<file path="src/rtl/dist_pkg.sv">
// Shared types and defaults for the minimum-distance tracker that sits after the distance calculator.
package dist_pkg;

  localparam int DIST_W_DEF = 38;
  localparam int ID_W_DEF   = 16;

  typedef logic [DIST_W_DEF-1:0] dist_t;
  typedef logic [ID_W_DEF-1:0]   cand_id_t;

  localparam dist_t DIST_MAX = '1;

  typedef enum logic [1:0] {
    IDLE   = 2'd0,
    SEARCH = 2'd1,
    DONE   = 2'd2
  } state_e;

endpackage

</file>
<file path="src/rtl/dist_min_tracker_if.sv">
// Bus between the search controller, the distance calculator and the minimum tracker.
interface dist_min_tracker_if #(
  parameter int DIST_W = dist_pkg::DIST_W_DEF,
  parameter int ID_W   = dist_pkg::ID_W_DEF
);

  logic              search_start;
  logic [ID_W-1:0]   n_cand;
  logic [DIST_W-1:0] thresh;
  logic              dist_valid;
  logic [DIST_W-1:0] dist2;
  logic [ID_W-1:0]   cand_id;

  logic              busy;
  logic              done;
  logic              best_valid;
  logic [DIST_W-1:0] best_dist;
  logic [ID_W-1:0]   best_id;
  logic [ID_W-1:0]   cand_count;
  logic              hit;

  modport master (
    output search_start, n_cand, thresh, dist_valid, dist2, cand_id,
    input  busy, done, best_valid, best_dist, best_id, cand_count, hit
  );

  modport slave (
    input  search_start, n_cand, thresh, dist_valid, dist2, cand_id,
    output busy, done, best_valid, best_dist, best_id, cand_count, hit
  );

endinterface

</file>
<file path="src/rtl/dist_min_cmp.sv">
// Combinational compare of an incoming squared distance against the running best and the threshold.
module dist_min_cmp #(
  parameter int DIST_W = dist_pkg::DIST_W_DEF
) (
  input  logic [DIST_W-1:0] dist2_i,
  input  logic [DIST_W-1:0] best_dist_i,
  input  logic              best_valid_i,
  input  logic [DIST_W-1:0] thresh_i,
  output logic              take_new_o,
  output logic              within_thresh_o
);

  // Strict less-than keeps the earlier candidate on ties; an empty best always accepts.
  assign take_new_o      = !best_valid_i || (dist2_i < best_dist_i);
  assign within_thresh_o = (dist2_i <= thresh_i);

endmodule

</file>
<file path="src/rtl/dist_min_tracker.sv">
// Tracks the minimum squared distance and its candidate id over one search.
// Optional early stop on a threshold hit: define DIST_MIN_EARLY_STOP_EN.
module dist_min_tracker
  import dist_pkg::*;
#(
  parameter int DIST_W = DIST_W_DEF,
  parameter int ID_W   = ID_W_DEF
) (
  input  logic                clk,
  input  logic                reset,
  dist_min_tracker_if.slave   bus
);

  state_e            state_q;
  logic              busy_q;
  logic              done_q;
  logic              best_valid_q;
  logic [DIST_W-1:0] best_dist_q;
  logic [ID_W-1:0]   best_id_q;
  logic [ID_W-1:0]   cand_count_q;
  logic              hit_q;
  logic [ID_W-1:0]   n_cand_q;
  logic [DIST_W-1:0] thresh_q;

  logic [ID_W-1:0]   cand_count_d;
  logic              take_new;
  logic              within_thresh;
  logic              sample_fire;
  logic              last_sample_d;

  dist_min_cmp #(
    .DIST_W (DIST_W)
  ) u_cmp (
    .dist2_i         (bus.dist2),
    .best_dist_i     (best_dist_q),
    .best_valid_i    (best_valid_q),
    .thresh_i        (thresh_q),
    .take_new_o      (take_new),
    .within_thresh_o (within_thresh)
  );

  assign cand_count_d = cand_count_q + 1'b1;
  // A start in the same cycle wins over the sample, so the sample is dropped.
  assign sample_fire  = (state_q == SEARCH) && bus.dist_valid && !bus.search_start;

`ifdef DIST_MIN_EARLY_STOP_EN
  assign last_sample_d = (cand_count_d == n_cand_q) || within_thresh;
`else
  assign last_sample_d = (cand_count_d == n_cand_q);
`endif

  always_ff @(posedge clk) begin
    if (reset) begin
      state_q      <= IDLE;
      busy_q       <= 1'b0;
      done_q       <= 1'b0;
      best_valid_q <= 1'b0;
      best_dist_q  <= {DIST_W{1'b1}};
      best_id_q    <= '0;
      cand_count_q <= '0;
      hit_q        <= 1'b0;
      n_cand_q     <= '0;
      thresh_q     <= '0;
    end else if (bus.search_start) begin
      n_cand_q     <= bus.n_cand;
      thresh_q     <= bus.thresh;
      best_valid_q <= 1'b0;
      best_dist_q  <= {DIST_W{1'b1}};
      best_id_q    <= '0;
      cand_count_q <= '0;
      hit_q        <= 1'b0;
      if (bus.n_cand == '0) begin
        state_q <= DONE;
        busy_q  <= 1'b0;
        done_q  <= 1'b1;
      end else begin
        state_q <= SEARCH;
        busy_q  <= 1'b1;
        done_q  <= 1'b0;
      end
    end else if (sample_fire) begin
      cand_count_q <= cand_count_d;
      if (take_new) begin
        best_dist_q  <= bus.dist2;
        best_id_q    <= bus.cand_id;
        best_valid_q <= 1'b1;
      end
      if (within_thresh) begin
        hit_q <= 1'b1;
      end
      if (last_sample_d) begin
        state_q <= DONE;
        busy_q  <= 1'b0;
        done_q  <= 1'b1;
      end
    end
  end

  assign bus.busy       = busy_q;
  assign bus.done       = done_q;
  assign bus.best_valid = best_valid_q;
  assign bus.best_dist  = best_dist_q;
  assign bus.best_id    = best_id_q;
  assign bus.cand_count = cand_count_q;
  assign bus.hit        = hit_q;

endmodule

</file>
<file path="src/flat_wrapper.sv">
// flat-port wrapper written by rule: the top's interface ports become plain ports
module dist_min_tracker_flat import dist_pkg::*;
#(
  parameter int DIST_W = DIST_W_DEF,
  parameter int ID_W   = ID_W_DEF
)
  (clk, reset, bus_search_start, bus_n_cand, bus_thresh, bus_dist_valid, bus_dist2, bus_cand_id, bus_busy, bus_done, bus_best_valid, bus_best_dist, bus_best_id, bus_cand_count, bus_hit);
  dist_min_tracker_if #(.DIST_W(DIST_W), .ID_W(ID_W)) bus_i ();
  input  logic clk;
  input  logic reset;
  input wire logic [$bits(bus_i.search_start)-1:0] bus_search_start;
  input wire logic [$bits(bus_i.n_cand)-1:0] bus_n_cand;
  input wire logic [$bits(bus_i.thresh)-1:0] bus_thresh;
  input wire logic [$bits(bus_i.dist_valid)-1:0] bus_dist_valid;
  input wire logic [$bits(bus_i.dist2)-1:0] bus_dist2;
  input wire logic [$bits(bus_i.cand_id)-1:0] bus_cand_id;
  output wire logic [$bits(bus_i.busy)-1:0] bus_busy;
  output wire logic [$bits(bus_i.done)-1:0] bus_done;
  output wire logic [$bits(bus_i.best_valid)-1:0] bus_best_valid;
  output wire logic [$bits(bus_i.best_dist)-1:0] bus_best_dist;
  output wire logic [$bits(bus_i.best_id)-1:0] bus_best_id;
  output wire logic [$bits(bus_i.cand_count)-1:0] bus_cand_count;
  output wire logic [$bits(bus_i.hit)-1:0] bus_hit;
  assign bus_i.search_start = bus_search_start;
  assign bus_i.n_cand = bus_n_cand;
  assign bus_i.thresh = bus_thresh;
  assign bus_i.dist_valid = bus_dist_valid;
  assign bus_i.dist2 = bus_dist2;
  assign bus_i.cand_id = bus_cand_id;
  assign bus_busy = bus_i.busy;
  assign bus_done = bus_i.done;
  assign bus_best_valid = bus_i.best_valid;
  assign bus_best_dist = bus_i.best_dist;
  assign bus_best_id = bus_i.best_id;
  assign bus_cand_count = bus_i.cand_count;
  assign bus_hit = bus_i.hit;
  dist_min_tracker #(.DIST_W(DIST_W), .ID_W(ID_W)) u_core (.clk(clk), .reset(reset), .bus(bus_i));
endmodule
</file>
<file path="config.mk">
export PLATFORM = sky130hd
export DESIGN_NAME = dist_min_tracker_flat
export DESIGN_NICKNAME = d
export VERILOG_FILES = /design/src/rtl/dist_pkg.sv /design/src/rtl/dist_min_tracker_if.sv /design/src/rtl/dist_min_cmp.sv /design/src/rtl/dist_min_tracker.sv /design/src/flat_wrapper.sv
export SDC_FILE = /design/constraint.sdc
export NUM_CORES = 1
export LEC_CHECK = 0
export ABC_AREA = 1
export CORE_MARGIN = 1.5
export CORE_UTILIZATION = 54
export DETAILED_ROUTE_END_ITERATION = 16
export GPL_TIMING_DRIVEN = 0
export PLACE_DENSITY = 0.92
export SETUP_SLACK_MARGIN = 0.05
export SLEW_MARGIN = 20
export SYNTH_ARGS = -nofsm -noshare
export SYNTH_HDL_FRONTEND = slang
export SYNTH_SLANG_ARGS = --single-unit
</file>
<file path="constraint.sdc">
create_clock -name clk -period 5.5 [get_ports clk]
set_clock_uncertainty 0.05 [all_clocks]
set_input_delay 0.825 -clock clk [delete_from_list [all_inputs] [get_ports clk]]
set_output_delay 0.825 -clock clk [all_outputs]
set_load 0.02 [all_outputs]
</file>
### Yosys cells after proc, flatten, opt, wreduce, memory -nomap -nowiden

Cells that the tools add are included.

* flip-flop bits (word level): 130
* input bits: 112
* output and inout port bits: 74
* word-level logic and storage cells: 39

* add/subtract/negate cells: 1
* $lt $le $gt $ge: 2
* equality and inequality tests: 2
* mux-type cells: 12
* reductions and logical operators: 12

Operator list (number)
* <= comparator 38 bit: 1
* less-than comparator 38 bit: 1
* adder 16 x 1 -> 16 bit (second input constant): 1
* equality test 16 bit: 1
* zero test 16 bit: 1
* two-way mux 1 bit: 8
* two-way mux 2 bit: 4
* AND reduction 2 bit: 3
* nonzero test 2 bit: 2
* equality test 2 x 1 -> 1 bit (second input constant): 1
* logical AND 1 bit: 2
* zero test 1 bit: 2
* OR reduction 2 bit: 1
* logical OR 1 bit: 1

### Logic depth before layout (Yosys ltp)

* depth in word-level cells: 5
* depth in mapped cells: 16
* gate-level depth less buffers: 15

### By module

A second synthesis with hierarchy kept.

* cells, all modules: 1085
* area total of the unflattened synthesis: 7329.5 um^2

Modules (own cells, without submodules)
* dist_min_tracker: instances 1, cells an instance 729, area an instance 5212.5 um^2, sequential area each 2562.5 um^2
* dist_min_cmp: instances 1, cells an instance 356, area an instance 2117.0 um^2, sequential area each 0.0 um^2

### Worst setup path before layout

No wires, ideal clock.

* kind: input to register
* start point: input bus_dist2[21]
* end point: register u_core.best_dist_q[17], in the netlist u_core.bus.best_dist[17]
* library setup time: 0.064 ns
* arrival: 2.321 ns
* required time: 5.386 ns
* setup slack: 3.066 ns
* stages on the path: 14
* buffers on the path: 2
* path through: ha_1 nand2_1 inv_1 nand3_1 or2_1 nor3b_2 nand3_1 nand3_2 nand2_4 nand2_4 buf_6 buf_12 nand2_2 nand3_1

* longest elaborated chain between the ends: 3

Ends and longest elaborated chain
* from (decl): RTL line flat_wrapper.sv:15 `input wire logic [$bits(bus_i.dist2)-1:0] bus_dist2;`
* less-than comparator 38 bit: RTL line dist_min_cmp.sv:14 `assign take_new_o = !best_valid_i || (dist2_i < best_dist_i);`
* logical OR 1 bit: RTL line dist_min_cmp.sv:14
* AND reduction 2 bit (no line)
* to (signal assigned): RTL line dist_min_tracker.sv:58 `best_dist_q <= {DIST_W{1'b1}};`
* to (signal assigned): RTL line dist_min_tracker.sv:68 `best_dist_q <= {DIST_W{1'b1}};`
* to (signal assigned): RTL line dist_min_tracker.sv:84 `best_dist_q <= bus.dist2;`
* to (decl): RTL line dist_min_tracker.sv:18 `logic [DIST_W-1:0] best_dist_q;`

No other way between the ends.
A chain may end at the register's enable or synchronous reset.

### Worst setup path after layout

* start point: input bus_dist2[37]
* end point: register u_core.best_dist_q[17], in the netlist u_core.bus.best_dist[17]

Same word-level chain as after synthesis.

==> flow_metrics.tcl <==
set metrics [dict create \
    dr.pass1.iters 7 \
    antenna_found_initial 1 \
    cts_inserted_buffers 17 \
    vias 7873 \
    ys_seq_area_frac 0.347 \
    port_buffers 185 \
    fp-row-count 42 \
    hold_path_class "reg -> reg" \
    min_period_ns 3.29 \
    detail_route.wl_per_cell_microns 15.8 \
    syn_inst 1013 \
    postLayoutCoreUtil 0.753 \
    power_mw 2.44 \
    worstPathMaxFanout 10 \
    grt_pass1_vias 7367 \
    place.gp.congestion 0.918 \
    ys_ff_latch 128 \
    grt_start_max_net_pins 17 \
    syn2layout_area_growth_pct 35.7 \
    power_density_nw_per_um2 244 \
    dp.final_hpwl_microns 16400 \
    gr-usage-all-layers 0.308 \
    htree_levels 4 \
    core_area_sq_um 13300 \
    hold_buffers 0 \
    fin_tns_setup_ns 0 \
    avgSynthCellArea_sq_um 7.28 \
    period_share 0.598 \
    wl_microns 22300 \
    n_fill_cell 969 \
    relSlewSlack 0.537 \
    layout-drive-gt1-share 0.0643 \
    syn-cell-area_sq_um 7380 \
    worst_pin_slew_ns 0.688 \
    multiInputGateArea_sq_um 4040 \
    p_leak_nw 4.74 \
    end_kind "flip-flop" \
    drv_slew 0 \
    grt_pass1_wl_microns 35200 \
    cts_root_buf "clkbuf_16" \
    clk_path_buf_depth 2 \
    yosysWarnings 0 \
    gr-total-overflow 0 \
    synth.distinct_cells 35 \
    vias_per_cell 5.60 \
    hold_violations 0 \
    rsz0062_at_grt "no" \
    dr_wl_met3_microns 1640 \
    clock_sinks 128 \
    irDropWorstVdd_mv 0.213 \
    synthesis.nets 1201 \
    path_clk_slew_ns 0.06 \
    route.met2.wl_microns 10700 \
    pin_count 186 \
    final_common_cell "clkdlybuf4s50_1" \
    setup_viol 0 \
    die-area_sq_um 14400 \
    drt-met1-wl_microns 9070 \
    drtAntennaViolNets 0 \
    critical_path_class "in -> reg" \
    start_kind "input port" \
    crit_required_ns 5.73 \
    clk_latency_ns 0.42 \
    cts_resized 0 \
    cts_tree "yes" \
    dr.max_layer_used "met4" \
    die_w_microns 120 \
    cts_setup_buffers 0 \
    start_util 0.555 \
    die_y_microns 120 \
    status "completed" \
    nets 1405 \
    crit_arrival_ns 3.52 \
    final_cell_mix "clkdlybuf4s50_1 (185), nand2_1 (158), inv_1 (148)" \
    fmax_ghz 0.304 \
    drv_cap 0 \
    seqCellArea_sq_um 2560 \
    drc 0 \
    drt_iter0_drc 692 \
]
==> worst paths after layout <==
| check | to | cells past startpoint | start | slack (ns) |
|---|---|---|---|---|
| worst max-delay path | u_core.bus.best_dist[17]$_SDFFE_PP1P_ | 12 | bus_dist2[37] | 2.21 |
| worst min-delay path | u_core.thresh_q[0]$_SDFFE_PP0P_ | 2 | u_core.thresh_q[0]$_SDFFE_PP0P_ | 0.42 |
| worst max register to register | u_core.bus.best_dist[17]$_SDFFE_PP1P_ | 12 | u_core.bus.best_dist[37]$_SDFFE_PP1P_ | 2.72 |
| worst min register to register | u_core.thresh_q[0]$_SDFFE_PP0P_ | 2 | u_core.thresh_q[0]$_SDFFE_PP0P_ | 0.42 |
==> synthesized netlist by cell type <==
cell type	n	area share
a211oi_1	46	0.047
a21o_1	3	0.0031
a21oi_1	71	0.048
a21oi_2	1	0.0012
a31oi_1	1	0.00085
buf_1	2	0.0010
buf_12	2	0.0054
buf_2	12	0.0081
buf_6	1	0.0015
clkbuf_1	28	0.014
dfxtp_1	128	0.35
ha_1	76	0.13
inv_1	148	0.075
nand2_1	158	0.080
nand2_2	23	0.019
nand2_4	2	0.0031
nand3_1	131	0.089
nand3_2	1	0.0014
nand3b_1	3	0.0031
nand4_1	16	0.014
nor2_1	95	0.048
nor2_2	6	0.0051
nor2_4	3	0.0046
nor3_1	4	0.0027
nor3b_1	1	0.0010
nor3b_2	1	0.0017
nor4_1	6	0.0051
o211ai_1	7	0.0071
o21a_1	1	0.0010
o21ai_0	28	0.019
o221ai_1	1	0.0012
or2_1	1	0.00085
xnor2_1	1	0.0012
xnor3_1	2	0.0061
xor2_1	3	0.0036
==> logic make-up (layout without fill, tap and decap cells) <==
kind of cell             Yosys count  count (layout)  share of synthesized area
buffers and inverters            193             409                      0.106
AO/OA/AOI/OAI                    159             159                      0.128
other                              0               1                          0
AND/OR/NAND/NOR                  451             451                      0.279
flip-flops                       128             128                      0.347
adder cells (fa/ha/maj)           76              76                      0.129
XOR/XNOR                           6               6                     0.0109
==> final cells by class <==
class | count | area share
multi-input combinational | 692 | 0.403
timing repair buffer | 185 | 0.185
clock buffer | 26 | 0.0508
inverter | 148 | 0.0555
antenna | 1 | 0.000250
buffer | 45 | 0.0224
sequential | 128 | 0.256
tap | 176 | 0.0220
clock inverter | 5 | 0.00525
==> flip-flops by register name, indices dropped and copies added (netlist names) <==
name	count
u_core.bus.best_dist	38
u_core.bus.best_id	16
u_core.bus.best_valid	1
u_core.bus.cand_count	16
u_core.bus.done	1
u_core.bus.hit	1
u_core.n_cand_q	16
u_core.state_q	1
u_core.thresh_q	38
==> layer usage <==
metal	track usage	vias up
met4	0.143	0
met3	0.0504	69
met2	0.524	415
met5	0	-
met1	0.380	3604
li1	-	3785
==> metrics by stage <==
step / worst slack (ns) / area [sq um] / hold WS [ns] / std cells
after global placement: 1.98 / 9450 / 0.400 / 1374
after CTS: 2.29 / 10000 / 0.417 / 1405
final: 2.21 / 10000 / 0.419 / 1406
after detailed placement: 1.88 / 9450 / 0.408 / 1374
after global routing: 2.08 / 10000 / 0.441 / 1406
after floorplan: 3.07 / 7380 / 0.393 / 1013
==> power by group <==
group / switching, mW / leakage (nW) / total [mW] / internal (mW)
logic: 0.201 / 3.42 / 0.378 / 0.177
registers: 0.0207 / 1.05 / 0.985 / 0.965
clock network: 0.402 / 0.276 / 1.08 / 0.677
==> worst max-delay path, stage by stage <==
cell and delay [ns]:
clkdlybuf4s50_1 0.50, ha_1 0.36, nand2_1 0.08, nor2_1 0.16, nand2_1 0.11, nor4_1 0.54
nand3_1 0.18, nand3_2 0.14, nand2_4 0.12, clkbuf_1 0.28, nand3_1 0.15, nand3_1 0.08
Note: power is estimated with default switching activity, not from simulation.
